$ cat src/rtl/fetch_queue.sv
// fetch_queue: instruction buffer between the fetch stage and decode.
// Holds {instr, pc, pred_taken} entries in a small circular buffer with
// first-word fall-through on the head. Flush discards every entry.
//
// Ports:
//   clk_i, rst_ni        clock (rising edge), asynchronous active-low reset
//   flush_i              discard all entries (mispredict / redirect)
//   enq_valid_i/ready_o  fetch-side handshake
//   enq_instr_i/pc_i/pred_taken_i   entry written at the tail
//   deq_valid_o/ready_i  decode-side handshake
//   deq_instr_o/pc_o/pred_taken_o   head entry, NOP/0/0 when not valid
//   count_o              occupancy, 0..DEPTH
module fetch_queue #(
    parameter int unsigned DEPTH     = 4,
    parameter int unsigned PTR_W     = 2,
    parameter logic [31:0] NOP_INSTR = 32'h0000_0013
) (
    input  logic             clk_i,
    input  logic             rst_ni,
    input  logic             flush_i,
    input  logic             enq_valid_i,
    output logic             enq_ready_o,
    input  logic [31:0]      enq_instr_i,
    input  logic [31:0]      enq_pc_i,
    input  logic             enq_pred_taken_i,
    output logic             deq_valid_o,
    input  logic             deq_ready_i,
    output logic [31:0]      deq_instr_o,
    output logic [31:0]      deq_pc_o,
    output logic             deq_pred_taken_o,
    output logic [PTR_W:0]   count_o
);

    localparam int unsigned   CNT_W    = PTR_W + 1;
    localparam logic [PTR_W:0]   FULL_CNT = CNT_W'(DEPTH);
    localparam logic [PTR_W:0]   CNT_ONE  = CNT_W'(1);
    localparam logic [PTR_W-1:0] PTR_ONE  = PTR_W'(1);

    logic [PTR_W-1:0] head_q, head_d;
    logic [PTR_W-1:0] tail_q, tail_d;
    logic [PTR_W:0]   count_q, count_d;

    // Storage is deliberately left out of reset; validity comes from count_q.
    logic [31:0] instr_mem_q [DEPTH];
    logic [31:0] pc_mem_q    [DEPTH];
    logic        taken_mem_q [DEPTH];

    logic enq_fire;
    logic deq_fire;

    // Ready is a function of occupancy only, never of deq_ready_i, so a full
    // queue refuses the enqueue even when decode drains in the same cycle.
    assign enq_ready_o = (count_q != FULL_CNT) && !flush_i;
    assign deq_valid_o = (count_q != '0) && !flush_i;
    assign enq_fire    = enq_valid_i && enq_ready_o;
    assign deq_fire    = deq_valid_o && deq_ready_i;
    assign count_o     = count_q;

    // Invalid head presents an addi x0,x0,0 so decode and the immediate
    // generator see a harmless instruction rather than stale storage.
    always_comb begin
        deq_instr_o      = NOP_INSTR;
        deq_pc_o         = '0;
        deq_pred_taken_o = 1'b0;
        if (deq_valid_o) begin
            deq_instr_o      = instr_mem_q[head_q];
            deq_pc_o         = pc_mem_q[head_q];
            deq_pred_taken_o = taken_mem_q[head_q];
        end
    end

    always_comb begin
        head_d  = head_q;
        tail_d  = tail_q;
        count_d = count_q;
        if (flush_i) begin
            head_d  = '0;
            tail_d  = '0;
            count_d = '0;
        end else begin
            if (enq_fire) tail_d = tail_q + PTR_ONE;
            if (deq_fire) head_d = head_q + PTR_ONE;
            if (enq_fire && !deq_fire) begin
                count_d = count_q + CNT_ONE;
            end else if (!enq_fire && deq_fire) begin
                count_d = count_q - CNT_ONE;
            end
        end
    end

    always_ff @(posedge clk_i or negedge rst_ni) begin
        if (!rst_ni) begin
            head_q  <= '0;
            tail_q  <= '0;
            count_q <= '0;
        end else begin
            head_q  <= head_d;
            tail_q  <= tail_d;
            count_q <= count_d;
        end
    end

    always_ff @(posedge clk_i) begin
        if (enq_fire) begin
            instr_mem_q[tail_q] <= enq_instr_i;
            pc_mem_q[tail_q]    <= enq_pc_i;
            taken_mem_q[tail_q] <= enq_pred_taken_i;
        end
    end

endmodule

$ cat config.mk
export PLATFORM = sky130hd
export DESIGN_NAME = fetch_queue
export DESIGN_NICKNAME = d
export VERILOG_FILES = /design/src/rtl/fetch_queue.sv
export SDC_FILE = /design/constraint.sdc
export NUM_CORES = 1
export LEC_CHECK = 0
export ABC_CLOCK_PERIOD_IN_PS = 3150
export CAP_MARGIN = 20
export CORE_MARGIN = 10
export CORE_UTILIZATION = 39
export DETAILED_ROUTE_END_ITERATION = 7
export PLACE_DENSITY = 0.6
export SETUP_SLACK_MARGIN = 0.02
export SKIP_CTS_REPAIR_TIMING = 1
export SLEW_MARGIN = 20
export SYNTH_ARGS = -nofsm -noshare
export SYNTH_HDL_FRONTEND = slang
export SYNTH_SLANG_ARGS = --single-unit
$ cat constraint.sdc
create_clock -name clk_i -period 3.15 [get_ports clk_i]
set_clock_uncertainty 0.1 [all_clocks]
set_input_delay 0.4725 -clock clk_i [delete_from_list [all_inputs] [get_ports clk_i]]
set_output_delay 0.4725 -clock clk_i [all_outputs]
set_load 0.03 [all_outputs]
[Yosys cells after proc, flatten, opt, wreduce, memory -nomap -nowiden]
Memory sizes are Yosys's and may differ from the RTL's.
Cells that the tools add are included.
Word-level totals
  memory bits (writable): 260
  memories kept: 3
  register bits: 7
Memory list
  instr_mem_q: depth 4, bits a word 32, rd ports 1, clocked after Yosys merged registers in 0, wr ports 1, line 44  | logic [31:0] instr_mem_q [DEPTH];
  pc_mem_q: depth 4, bits a word 32, rd ports 1, clocked after Yosys merged registers in 0, wr ports 1, line 45  | logic [31:0] pc_mem_q [DEPTH];
  taken_mem_q: depth 4, bits a word 1, rd ports 1, clocked after Yosys merged registers in 0, wr ports 1, line 46  | logic taken_mem_q [DEPTH];
Cells by class
  reduce and logical (&&, ||, !) cells: 13
  eq/ne operators: 1
  add/sub/neg operators: 4
  multiplexer cells: 12
Operators with widths (number)
  32-bit 2-to-1 mux: 2
  3-bit 2-to-1 mux: 3
  2-bit 2-to-1 mux: 4
  1-bit logical AND: 6
  3-bit nonzero test: 2
  2-bit by 1-bit adder with 2-bit output, second input constant: 2
  2-bit nonzero test: 2
  3-bit by 1-bit adder with 3-bit output, second input constant: 1
  1-bit logical NOT: 3
  1-bit 2-to-1 mux: 3
  3-bit inequality test, second input constant: 1
  3-bit by 1-bit subtractor with 3-bit output, second input constant: 1

[Longest topological paths before layout]
Gate-level depths: netlist (run 1).
  word-level depth: 8
  mapped depth: 8
  depth with buffers taken out: 7

[Least setup slack after synthesis (run 1)]
Ideal clock, no wire load.
  path kind: flip-flop to flip-flop
  start: reg count_q[2], in the netlist count_o[2]
  end: mem instr_mem_q[0][0], enable pin
  arrival time: 2.662 ns
  path buffers: 1
  setup slack: -0.042 ns
  cell stages (with the launch flop): 5
  required time: 2.620 ns
  cells stage by stage: dfrtp_1 > buf_2 > nor3b_1 > nor2_1 > and2_1
On the way
  longest elaborated chain between the ends: 5
Ends and longest elaborated chain
  from (decl): line 41  | logic [PTR_W:0] count_q, count_d;
  from (signal assigned): line 99  | count_q <= count_d;
  3-bit inequality test: line 53  | assign enq_ready_o = (count_q != FULL_CNT) && !flush_i;
  1-bit logical AND: line 53
  1-bit logical AND: line 55  | assign enq_fire = enq_valid_i && enq_ready_o;
  1-bit 2-to-1 mux: line 104  | if (enq_fire) begin
  1-bit 2-to-1 mux (implied by the code): line 105  | instr_mem_q[tail_q] <= enq_instr_i;
  to (decl): line 44
Every way passes these cells.

[Worst setup path in the final report (run 1)]
  start: reg head_q[1]
  end: out deq_pc_o[20]
On the way
  longest elaborated chain between the ends: 2
Ends and longest elaborated chain
  from (decl): line 39  | logic [PTR_W-1:0] head_q, head_d;
  from (signal assigned): line 93  | head_q <= '0;
  from (signal assigned): line 97  | head_q <= head_d;
  memory read 4 x 32 bit
  32-bit 2-to-1 mux: line 65  | if (deq_valid_o) begin
  to (decl): line 29  | output logic [31:0] deq_pc_o,
Every way passes these cells.

==> reports/results.txt, run 1 <==
Status = finished, final reports clean
Most numerous cell in the Yosys netlist = edfxtp_1
Gate count after technology mapping = 475
WP data arrival = 2.37 ns
Final Max Slew Viols = 0
Largest net degree at the start of global routing = 64
Clock share of power = 29.9%
Hold/Removal Path Class = primary input to async pin
Root Buffer = clkbuf_16
Mapped Nets = 550
Synth top area share = 75.3%
Drt pass-1 iters = 6
Vias/cell = 5.17
Gate power share = 26.7%
R2R depth = 7
WL met2 = 10.5 mm
CTS H-Tree Depth = 1
Core footprint = 26,100 um^2
Drt wl/cell = 21.5 um
Gpl congestion = 0.735
Met1 WL = 9.20 mm
Period utilization = 93.5%
FILL cells = 2,167
Routed Antenna Nets = 0
CP endpoint = deq_pc_o[20]
Total CTS buffers = 28
Total number of vias = 5,124
Synth area leaders = edfxtp_1 75%, mux4_2 14%, and2_1 4.0%, dfrtp_1 1.7%, ha_1 0.48%
Crit path buffers/inverters = 2
Leakage power figure = 4.29 nW
Port Buf Inserts = 139
CP Cell Sequence = buf_12, mux4_2, and2_1, buf_12
VDD IR max = 0.486 mV
Slowest-stage cell, CP = dfrtp_4
Hold Vio Cnt, Final = 0
Initial Util = 39.7%
Unique masters post-synth = 34
Top delay family on crit path = flip-flops
DR WL met3 = 1.28 mm
Post-synth EDFFs = 260
Power Density = 757 nW/um^2
Worst setup EP type = primary output
Clk slew on worst S/H paths = 0.06 ns
Top Ports = 140
Hpwl dp = 13.1 mm
Die X = 183 um
R2r endpoint = count_o[2]$_DFFE_PN0P_
Placement Setup Slack = 0.301 ns
CP Max Fanout = 38
Avg Synthesized Cell Area = 21.8 um^2
Cell area after synthesis = 10,400 um^2
Sw Ratio = 28.7%
Crit path launch type = flip-flop
Vias in the first global route = 5,707
Yosys reg bits = 267
DR iter-0 viols = 294
Max Cap Viol = 0
RSZ-0062 raised after global routing = no
WL final = 21.4 mm
Nets = 712
P_int = 7.03 mW
Total congestion overflow = 0
DR DRC count = 0
Row Count = 59
Antenna Cells = 0
R2r setup slk = 0.40 ns
Die Footprint = 33,500 um^2
Yosys top cell by area = edfxtp_1
Reg power frac = 43.4%
Maximum clock path buffer count = 3
Cell mode on critical path = buf_12
Layout area overhead = 25.5%
FF-to-FF Start = count_o[2]$_DFFE_PN0P_
Cell depth of the worst setup path = 4
Seq/Total Area, Yosys = 77.0%
Post-synth top flop = edfxtp_1
Crit. Startpoint = head_q[1]$_DFFE_PN0P_
Sw Pwr = 2.82 mW
Critical Path Max Stage Delay = 0.82 ns
First-pass GRT wire length = 33.3 mm
Final WS setup = 0.205 ns
CP required = 2.58 ns
Crit path kind = flip-flop to primary output
Commonest cells in the netlist = 260 x edfxtp_1, 66 x and2_1, 65 x mux4_2
Worst-margin pin slew = 0.618 ns
Endpoints failing setup = 0
Rel. slew slack = 58.8%
Setup_tns = 0 ns
Synth Warn # = 0
Total track usage = 12.7%
Period minus WS final = 2.95 ns
Clock sinks = 267
Share of cells above drive strength 1 = 29.8%
CTS tree = done
Top Metal Used = met5
Initial antenna violation count = 2
Max Fclk = 340 MHz
Worst-skew pair later-pin latency = 0.52 ns
Post-synth ARST share = 2.62%
Die height = 183 um
[state kept, by name, summed over array words and instances (netlist names)]
| register | flops |
|---|---|
| instr_mem_q | 128 |
| pc_mem_q | 128 |
| count_o | 3 |
| taken_mem_q | 4 |
| head_q | 2 |
| tail_q | 2 |
[cell usage in the layout, fill, tap and decap left out]
| cell type | Yosys | routed |
|---|---|---|
| clkinv_1 | 0 | 5 |
| nand2b_1 | 2 | 2 |
| and2_1 | 66 | 62 |
| a221oi_1 | 1 | 1 |
| mux4_2 | 65 | 65 |
| o21ai_0 | 2 | 2 |
| clkbuf_16 | 0 | 29 |
| or3b_2 | 1 | 1 |
| o32ai_1 | 2 | 2 |
| nor2_4 | 0 | 1 |
| nor2_1 | 7 | 7 |
| clkinvlp_4 | 0 | 2 |
| ha_1 | 4 | 4 |
| nor3_2 | 1 | 1 |
| fa_1 | 1 | 1 |
| o211a_1 | 2 | 2 |
| and2_4 | 0 | 4 |
| mux2_2 | 1 | 1 |
| buf_4 | 0 | 70 |
| a21boi_0 | 1 | 1 |
| a31o_2 | 1 | 1 |
| o211ai_1 | 3 | 3 |
| o31ai_1 | 1 | 1 |
| dfrtp_4 | 0 | 2 |
| clkbuf_1 | 7 | 8 |
| edfxtp_1 | 260 | 260 |
| xor2_1 | 3 | 3 |
| o21bai_1 | 1 | 1 |
| clkdlybuf4s50_1 | 0 | 73 |
| or3_1 | 5 | 5 |
| dfrtp_1 | 7 | 5 |
| nor3b_1 | 1 | 1 |
| nand3_1 | 1 | 1 |
| clkinv_2 | 0 | 6 |
| buf_12 | 0 | 13 |
| a21oi_1 | 2 | 2 |
| inv_1 | 5 | 5 |
| nand2_1 | 3 | 3 |
| a211oi_1 | 1 | 1 |
[cells by family (layout without fill, tap and decap cells)]
kind of cell | after synthesis | count (layout) | synth area share [%]
flops | 267 | 267 | 77.0
simple gates | 88 | 88 | 5.13
mux | 66 | 66 | 14.2
buf+inv | 29 | 211 | 1.45
compound gates | 17 | 17 | 1.23
fa+ha+maj | 5 | 5 | 0.676
xor+xnor | 3 | 3 | 0.254
[layout make-up]
| type | instances | area, um^2 | area share, % |
|---|---|---|---|
| sequential | 267 | 7990 | 61.4 |
| multi-input combinational | 179 | 2250 | 17.3 |
| timing repair buffer | 156 | 1520 | 11.7 |
| clock buffer | 37 | 756 | 5.81 |
| tap | 335 | 419 | 3.22 |
| clock inverter | 13 | 63.8 | 0.490 |
| inverter | 5 | 18.8 | 0.144 |
[worst min path at each step]
stage	from	end	slack, ns	depth (start not counted)
6_report	rst_ni	count_o[1]$_DFFE_PN0P_	0.12	1
5_1_grt	rst_ni	count_o[0]$_DFFE_PN0P_	0.14	1
4_1_cts	rst_ni	count_o[1]$_DFFE_PN0P_	0.11	1
3_5_place_dp	tail_q[0]$_DFFE_PN0P_	tail_q[0]$_DFFE_PN0P_	0.51	2
3_3_place_gp	tail_q[0]$_DFFE_PN0P_	tail_q[0]$_DFFE_PN0P_	0.49	2
2_1_floorplan	rst_ni	count_o[0]$_DFFE_PN0P_	0.08	0
[routing by layer]
| metal | GRT usage (%) | vias up |
|---|---|---|
| li1 | - | 2251 |
| met2 | 21.2 | 149 |
| met4 | 3.28 | 4 |
| met3 | 3.46 | 31 |
| met5 | 0 | - |
| met1 | 16.0 | 2689 |
[power groups by stage]
stage	logic, mW	registers, mW	clock network, mW
final	2.63	4.27	2.94
after global routing	2.85	4.30	3.19
after CTS	2.70	4.28	3.04
after detailed placement	2.69	4.35	0
after global placement	2.67	4.33	0
after floorplan	1.78	4.28	0
[per-stage QoR]
stage	util (%)	cell area (um^2)	std cells	hold WS (ns)	power (mW)
2_1_floorplan	-	10400	475	0.0769	6.06
6_report	49.8	13000	992	0.117	9.85
3_3_place_gp	46.6	12200	942	0.493	7.00
3_5_place_dp	46.6	12200	942	0.506	7.04
4_1_cts	49.8	13000	992	0.107	10.0
5_1_grt	49.8	13000	992	0.144	10.3
Note: power is estimated with default switching activity, not from simulation.
==> run 2: changes to the inputs <==
--- a/config.mk
+++ b/config.mk
@@ -7,11 +7,10 @@
 export LEC_CHECK = 0
 export ABC_CLOCK_PERIOD_IN_PS = 3150
 export CAP_MARGIN = 20
-export CORE_MARGIN = 10
+export CORE_MARGIN = 3
 export CORE_UTILIZATION = 39
 export DETAILED_ROUTE_END_ITERATION = 7
 export PLACE_DENSITY = 0.6
-export SETUP_SLACK_MARGIN = 0.02
 export SKIP_CTS_REPAIR_TIMING = 1
 export SLEW_MARGIN = 20
 export SYNTH_ARGS = -nofsm -noshare
==> run 2 against run 1 <==
  * Critical path type unchanged
  * Via count down 0.96%
  * Non-clock buffer count up 3
  * Critical endpoint is now deq_instr_o[1]
  * Cell area increased by 0.37%
==> reports/results.txt, run 2 (same netlist as run 1, synthesis figures left out) <==
Fin util = 50.1% (+0.32 points)
Total CTS buffers = 29 (+3.6%)
R2r setup slk = 0.43 ns (+0.03 ns)
Hold Vio Cnt, Final = 0 (unchanged)
Final Max Slew Viols = 0 (unchanged)
First-pass GRT wire length = 32.4 mm (-2.5%)
Crit path launch type = flip-flop
Routed Antenna Nets = 0 (unchanged)
Antenna Cells = 0 (unchanged)
DR DRC count = 0 (unchanged)
Top flop regs = instr_mem_q (128), pc_mem_q (128), taken_mem_q (4)
Post-placement cell count = 945 (+0.32%)
Die X = 169 um (-7.6%)
WP data arrival = 2.43 ns (+0.06 ns)
Port Buf Inserts = 139 (unchanged)
Initial Util = 39.8% (+0.11 points)
Root Buffer = clkbuf_16
Total track usage = 14.6% (+1.9 points)
Critical Path Max Stage Delay = 0.55 ns (-0.27 ns)
Power after layout = 9.99 mW (+1.4%)
Status = finished, final reports clean
Crit path kind = flip-flop to primary output
Drt pass-1 iters = 4 (-2)
Period utilization = 95.3% (+1.8 points)
Worst-skew pair later-pin latency = 0.52 ns (about the same)
CP required = 2.58 ns (about the same)
Hpwl dp = 12.5 mm (-4.2%)
Top Ports = 140 (unchanged)
Layout area overhead = 26.0%
Worst setup EP type = primary output
Drt wl/cell = 20.9 um (-3.2%)
CTS H-Tree Depth = 1 (unchanged)
FF-to-FF Start = count_o[2]$_DFFE_PN0P_
Initial antenna violation count = 2 (unchanged)
DR iter-0 viols = 339 (+15%)
Max Fclk = 333 MHz (-1.9%)
Die height = 169 um (-7.6%)
Power Density = 765 nW/um^2 (+1.0%)
Share of cells above drive strength 1 = 29.8% (-0.074 points)
Largest net degree at the start of global routing = 64 (unchanged)
Core footprint = 26,100 um^2 (-0.28%)
Clock sinks = 267 (unchanged)
Commonest cells after routing, fill and taps aside = 260 x edfxtp_1, 74 x buf_4, 73 x clkdlybuf4s50_1
Commonest non-fill, non-tap cell in the layout = edfxtp_1
Total number of vias = 5,075 (-0.96%)
RSZ-0062 raised after global routing = no
Clk slew on worst S/H paths = 0.06 ns (about the same)
Leakage power figure = 4.33 nW (+0.95%)
Rel. slew slack = 60.8% (+2.0 points)
Period minus WS final = 3.00 ns (+0.0560 ns)
Worst-margin pin slew = 0.588 ns (-0.0296 ns)
Placed cell area = 12,200 um^2 (about the same)
Max Cap Viol = 0 (unchanged)
VDD IR max = 0.529 mV (+8.9%)
Cell area after layout = 13,100 um^2 (+0.37%)
FILL cells = 2,107 (-2.8%)
Vias/cell = 5.09 (-1.5%)
WL final = 20.8 mm (-2.7%)
R2r endpoint = count_o[2]$_DFFE_PN0P_
Slowest-stage cell, CP = mux4_2
Total congestion overflow = 0 (unchanged)
CP Cell Sequence = buf_12, mux4_2, or3_1, buf_4
Nets = 716 (+0.56%)
CP Max Fanout = 43 (+13%)
CTS tree = done
Crit path buffers/inverters = 2 (unchanged)
Top delay family on crit path = multiplexers
Gpl congestion = 0.801 (+8.9%)
Hold/Removal Path Class = primary input to async pin
Setup_tns = 0 ns (unchanged)
Maximum clock path buffer count = 3 (unchanged)
R2R depth = 7 (unchanged)
Vias in the first global route = 5,632 (-1.3%)
Row Count = 59 (unchanged)
Endpoints failing setup = 0 (unchanged)
Finished Layout Cells = 997 (+0.50%)
Die Footprint = 28,600 um^2 (-15%)
run 2: cell types whose count changed in the layout (fill, tap and decap cells not counted):
| cell | delta |
|---|---|
| clkinv_1 | -1 |
| clkbuf_1 | +3 |
| bufinv_16 | +2 |
| dlymetal6s2s_1 | +2 |
| buf_12 | -3 |
| clkinvlp_4 | -2 |
| buf_4 | +4 |
run 2: worst max path at each step:
stage	from	endpoint	slack, ns	cells past startpoint
after floorplan	count_o[2]$_DFFE_PN0P_	count_o[2]$_DFFE_PN0P_	0.40	8
after global placement	enq_valid_i	count_o[2]$_DFFE_PN0P_	0.37	8
after detailed placement	enq_valid_i	count_o[2]$_DFFE_PN0P_	0.27	8
after CTS	head_q[0]$_DFFE_PN0P_	deq_instr_o[4]	0.03	3
after global routing	head_q[0]$_DFFE_PN0P_	deq_instr_o[1]	0.03	4
final	head_q[0]$_DFFE_PN0P_	deq_instr_o[1]	0.15	4
run 2: report_power, final:
part           total (mW)  switching (mW)  internal (mW)
clock network        3.11            1.26           1.85
logic                2.65            1.45           1.20
registers            4.23          0.0948           4.13
total                9.99            2.80           7.18
run 2: cell type report:
class | count | area [um^2] | share of cell area [%]
Multi-Input combinational cell | 179 | 2250 | 17.2
Sequential cell | 267 | 7990 | 61.2
Tap cell | 335 | 419 | 3.21
Clock inverter | 12 | 105 | 0.805
Inverter | 5 | 18.8 | 0.144
Clock buffer | 40 | 767 | 5.87
Timing Repair Buffer | 159 | 1510 | 11.6
run 2: stage by stage:
stage	setup WS (ns)	hold slack, ns
final	0.149	0.117
after global routing	0.0318	0.132
after CTS	0.0321	0.0998
after detailed placement	0.272	0.502
after global placement	0.369	0.486
after floorplan	0.396	0.0769
run 2: worst register-to-register path: stages (launching register included):
cell and delay [ns]:
dfrtp_1 0.57, nor3b_1 0.36, nor2_1 0.13, a21boi_0 0.16
fa_1 0.46, or3b_2 0.49, a221oi_1 0.26, a211oi_1 0.08
run 2: per-layer routing:
metal  track usage, %  share of wire, %
met4             3.99               2.4
met2             24.0                48
met3             3.69               7.0
met1             19.6                42
met5                0              0.11
==> run 3: changes to the inputs <==
--- a/config.mk
+++ b/config.mk
@@ -7,6 +7,7 @@
 export LEC_CHECK = 0
 export ABC_CLOCK_PERIOD_IN_PS = 3150
 export CAP_MARGIN = 20
+export CORE_ASPECT_RATIO = 1.4
 export CORE_MARGIN = 3
 export CORE_UTILIZATION = 39
 export DETAILED_ROUTE_END_ITERATION = 7
==> run 3 against run 2 <==
  * Final cell count is 1.9% lower
  * Power is 1.3% higher
  * Fmax is 1.7% lower
  * Count of clock-buffer cells in the layout is 10 lower
==> reports/results.txt, run 3 (same netlist as run 1, synthesis figures left out) <==
Endpoints failing setup = 0 (unchanged)
Row Count = 70 (+19%)
R2r endpoint = count_o[2]$_DFFE_PN0P_
Fin util = 50.1% (about the same)
Clock sinks = 267 (unchanged)
GR Layer Usage met1 = 17.9% (-1.7 points)
Power Density = 771 nW/um^2 (+0.81%)
WL final = 20.7 mm (-0.38%)
Commonest cells after routing, fill and taps aside = 260 x edfxtp_1, 76 x clkdlybuf4s50_1, 66 x buf_4
Slowest-stage cell, CP = clkdlybuf4s50_1
Core footprint = 26,200 um^2 (+0.49%)
Initial Util = 39.6% (-0.20 points)
Worst-margin pin slew = 0.592 ns (+0.00359 ns)
Die X = 144 um (-15%)
First-pass GRT wire length = 32.0 mm (-1.2%)
Area of the multi-input gates = 2250 um^2 (+0.33%)
Initial antenna violation count = 0 (-2)
Total CTS buffers = 26 (-10%)
Die Footprint = 28,600 um^2 (about the same)
Nets = 711 (-0.70%)
Critical Path Max Stage Delay = 0.62 ns (+0.07 ns)
GRT Max-Usage Layer = met2
CP Cell Sequence = mux4_2, or3_1, clkdlybuf4s50_1
Die height = 199 um (+18%)
Max Cap Viol = 0 (unchanged)
Largest net degree at the start of global routing = 65 (+1.6%)
M3 GR Usage = 2.93% (-0.76 points)
Gpl congestion = 0.729 (-9.0%)
Worst-skew pair later-pin latency = 0.52 ns (about the same)
Setup_tns = 0 ns (unchanged)
Finished Layout Cells = 978 (-1.9%)
Antenna Cells = 0 (unchanged)
CP Max Fanout = 4 (-91%)
Top flop regs = instr_mem_q (128), pc_mem_q (128), taken_mem_q (4)
Crit path launch type = flip-flop
Leakage power figure = 4.34 nW (+0.27%)
Max Fclk = 327 MHz (-1.7%)
R2r setup slk = 0.24 ns (-0.19 ns)
Drt wl/cell = 21.2 um (+1.6%)
Drt pass-1 iters = 4 (unchanged)
Port Buf Inserts = 139 (unchanged)
Total congestion overflow = 0 (unchanged)
Cell area after layout = 13,100 um^2 (+0.49%)
Hold Vio Cnt, Final = 0 (unchanged)
Vias/cell = 5.15 (+1.3%)
Status = finished, final reports clean
RSZ-0062 raised after global routing = no
Top Ports = 140 (unchanged)
FILL cells = 2,116 (+0.43%)
Crit path kind = flip-flop to primary output
Worst setup EP type = primary output
DR iter-0 viols = 292 (-14%)
Share of cells above drive strength 1 = 30.0% (+0.21 points)
VDD IR max = 0.483 mV (-8.7%)
Hold/Removal Path Class = primary input to async pin
DR DRC count = 0 (unchanged)
Routed Antenna Nets = 0 (unchanged)
Layout area overhead = 26.6%
R2R depth = 7 (unchanged)
Grt met2 use = 26.7% (+2.8 points)
Period minus WS final = 3.05 ns (+0.0530 ns)
Storage element area = 7990 um^2 (unchanged)
WP data arrival = 2.48 ns (+0.05 ns)
CTS H-Tree Depth = 1 (unchanged)
Top delay family on crit path = buffers and inverters
Final Max Slew Viols = 0 (unchanged)
Total track usage = 14.7% (+0.065 points)
Clk slew on worst S/H paths = 0.07 ns (about the same)
Post-placement cell count = 932 (-1.4%)
Crit path buffers/inverters = 1 (-1)
Vias in the first global route = 5,508 (-2.2%)
FF-to-FF Start = count_o[2]$_DFFE_PN0P_
Total number of vias = 5,041 (-0.67%)
Maximum clock path buffer count = 3 (unchanged)
Commonest non-fill, non-tap cell in the layout = edfxtp_1
Period utilization = 97.0% (+1.7 points)
Placed cell area = 12,200 um^2 (+0.30%)
Hpwl dp = 12.5 mm (-0.24%)
CTS tree = done
Rel. slew slack = 60.5% (-0.24 points)
CP required = 2.58 ns (about the same)
Root Buffer = clkbuf_16
==> run 3: cell types whose count changed in the layout (fill, tap and decap cells not counted), moves of 2 or more <==
| cell | before | now |
|---|---|---|
| clkbuf_16 | 29 | 27 |
| and2_1 | 62 | 59 |
| buf_12 | 10 | 14 |
| clkbuf_1 | 11 | 3 |
| clkinv_1 | 4 | 7 |
| clkinv_2 | 6 | 2 |
| dlymetal6s2s_1 | 2 | 0 |
| clkdlybuf4s50_1 | 73 | 76 |
| and2_4 | 4 | 7 |
| bufinv_16 | 2 | 5 |
| buf_4 | 74 | 66 |
==> run 3: metrics by stage <==
stage                     total power [mW]  hold slack [ns]  setup slack [ns]
after global routing                  10.6            0.120           0.00862
final                                 10.1            0.136            0.0956
after CTS                             10.3            0.115            0.0365
after floorplan                       6.06           0.0769             0.396
after global placement                6.99            0.497             0.324
after detailed placement              7.04            0.506             0.206
==> run 3: report_power, final <==
part	switching, mW	internal, mW
registers	0.0948	4.13
clock network	1.23	1.96
logic	1.45	1.25
==> run 3: worst max-delay path by stage <==
stage | startpoint | end | slack [ns] | cells after the start
after floorplan | count_o[2]$_DFFE_PN0P_ | count_o[2]$_DFFE_PN0P_ | 0.40 | 8
after global placement | flush_i | count_o[2]$_DFFE_PN0P_ | 0.32 | 8
after detailed placement | enq_valid_i | count_o[2]$_DFFE_PN0P_ | 0.21 | 8
after CTS | head_q[0]$_DFFE_PN0P_ | deq_instr_o[7] | 0.04 | 4
after global routing | head_q[0]$_DFFE_PN0P_ | deq_instr_o[5] | 0.009 | 4
final | head_q[0]$_DFFE_PN0P_ | deq_instr_o[4] | 0.1 | 3
==> run 3: final cells by class <==
type | instances | area share (%)
clock buffers | 30 | 5.24
clock inverters | 16 | 1.54
inverters | 5 | 0.143
multi-input cells | 179 | 17.2
flip-flops and latches | 267 | 60.9
well taps | 324 | 3.09
repair buffers | 157 | 11.9
==> run 3: metal layers <==
| layer | vias to the layer above | part of all wire [%] |
|---|---|---|
| li1 | 2252 | - |
| met1 | 2628 | 38 |
| met2 | 132 | 55 |
| met3 | 29 | 5.0 |
| met4 | 0 | 1.7 |
| met5 | - | 0 |
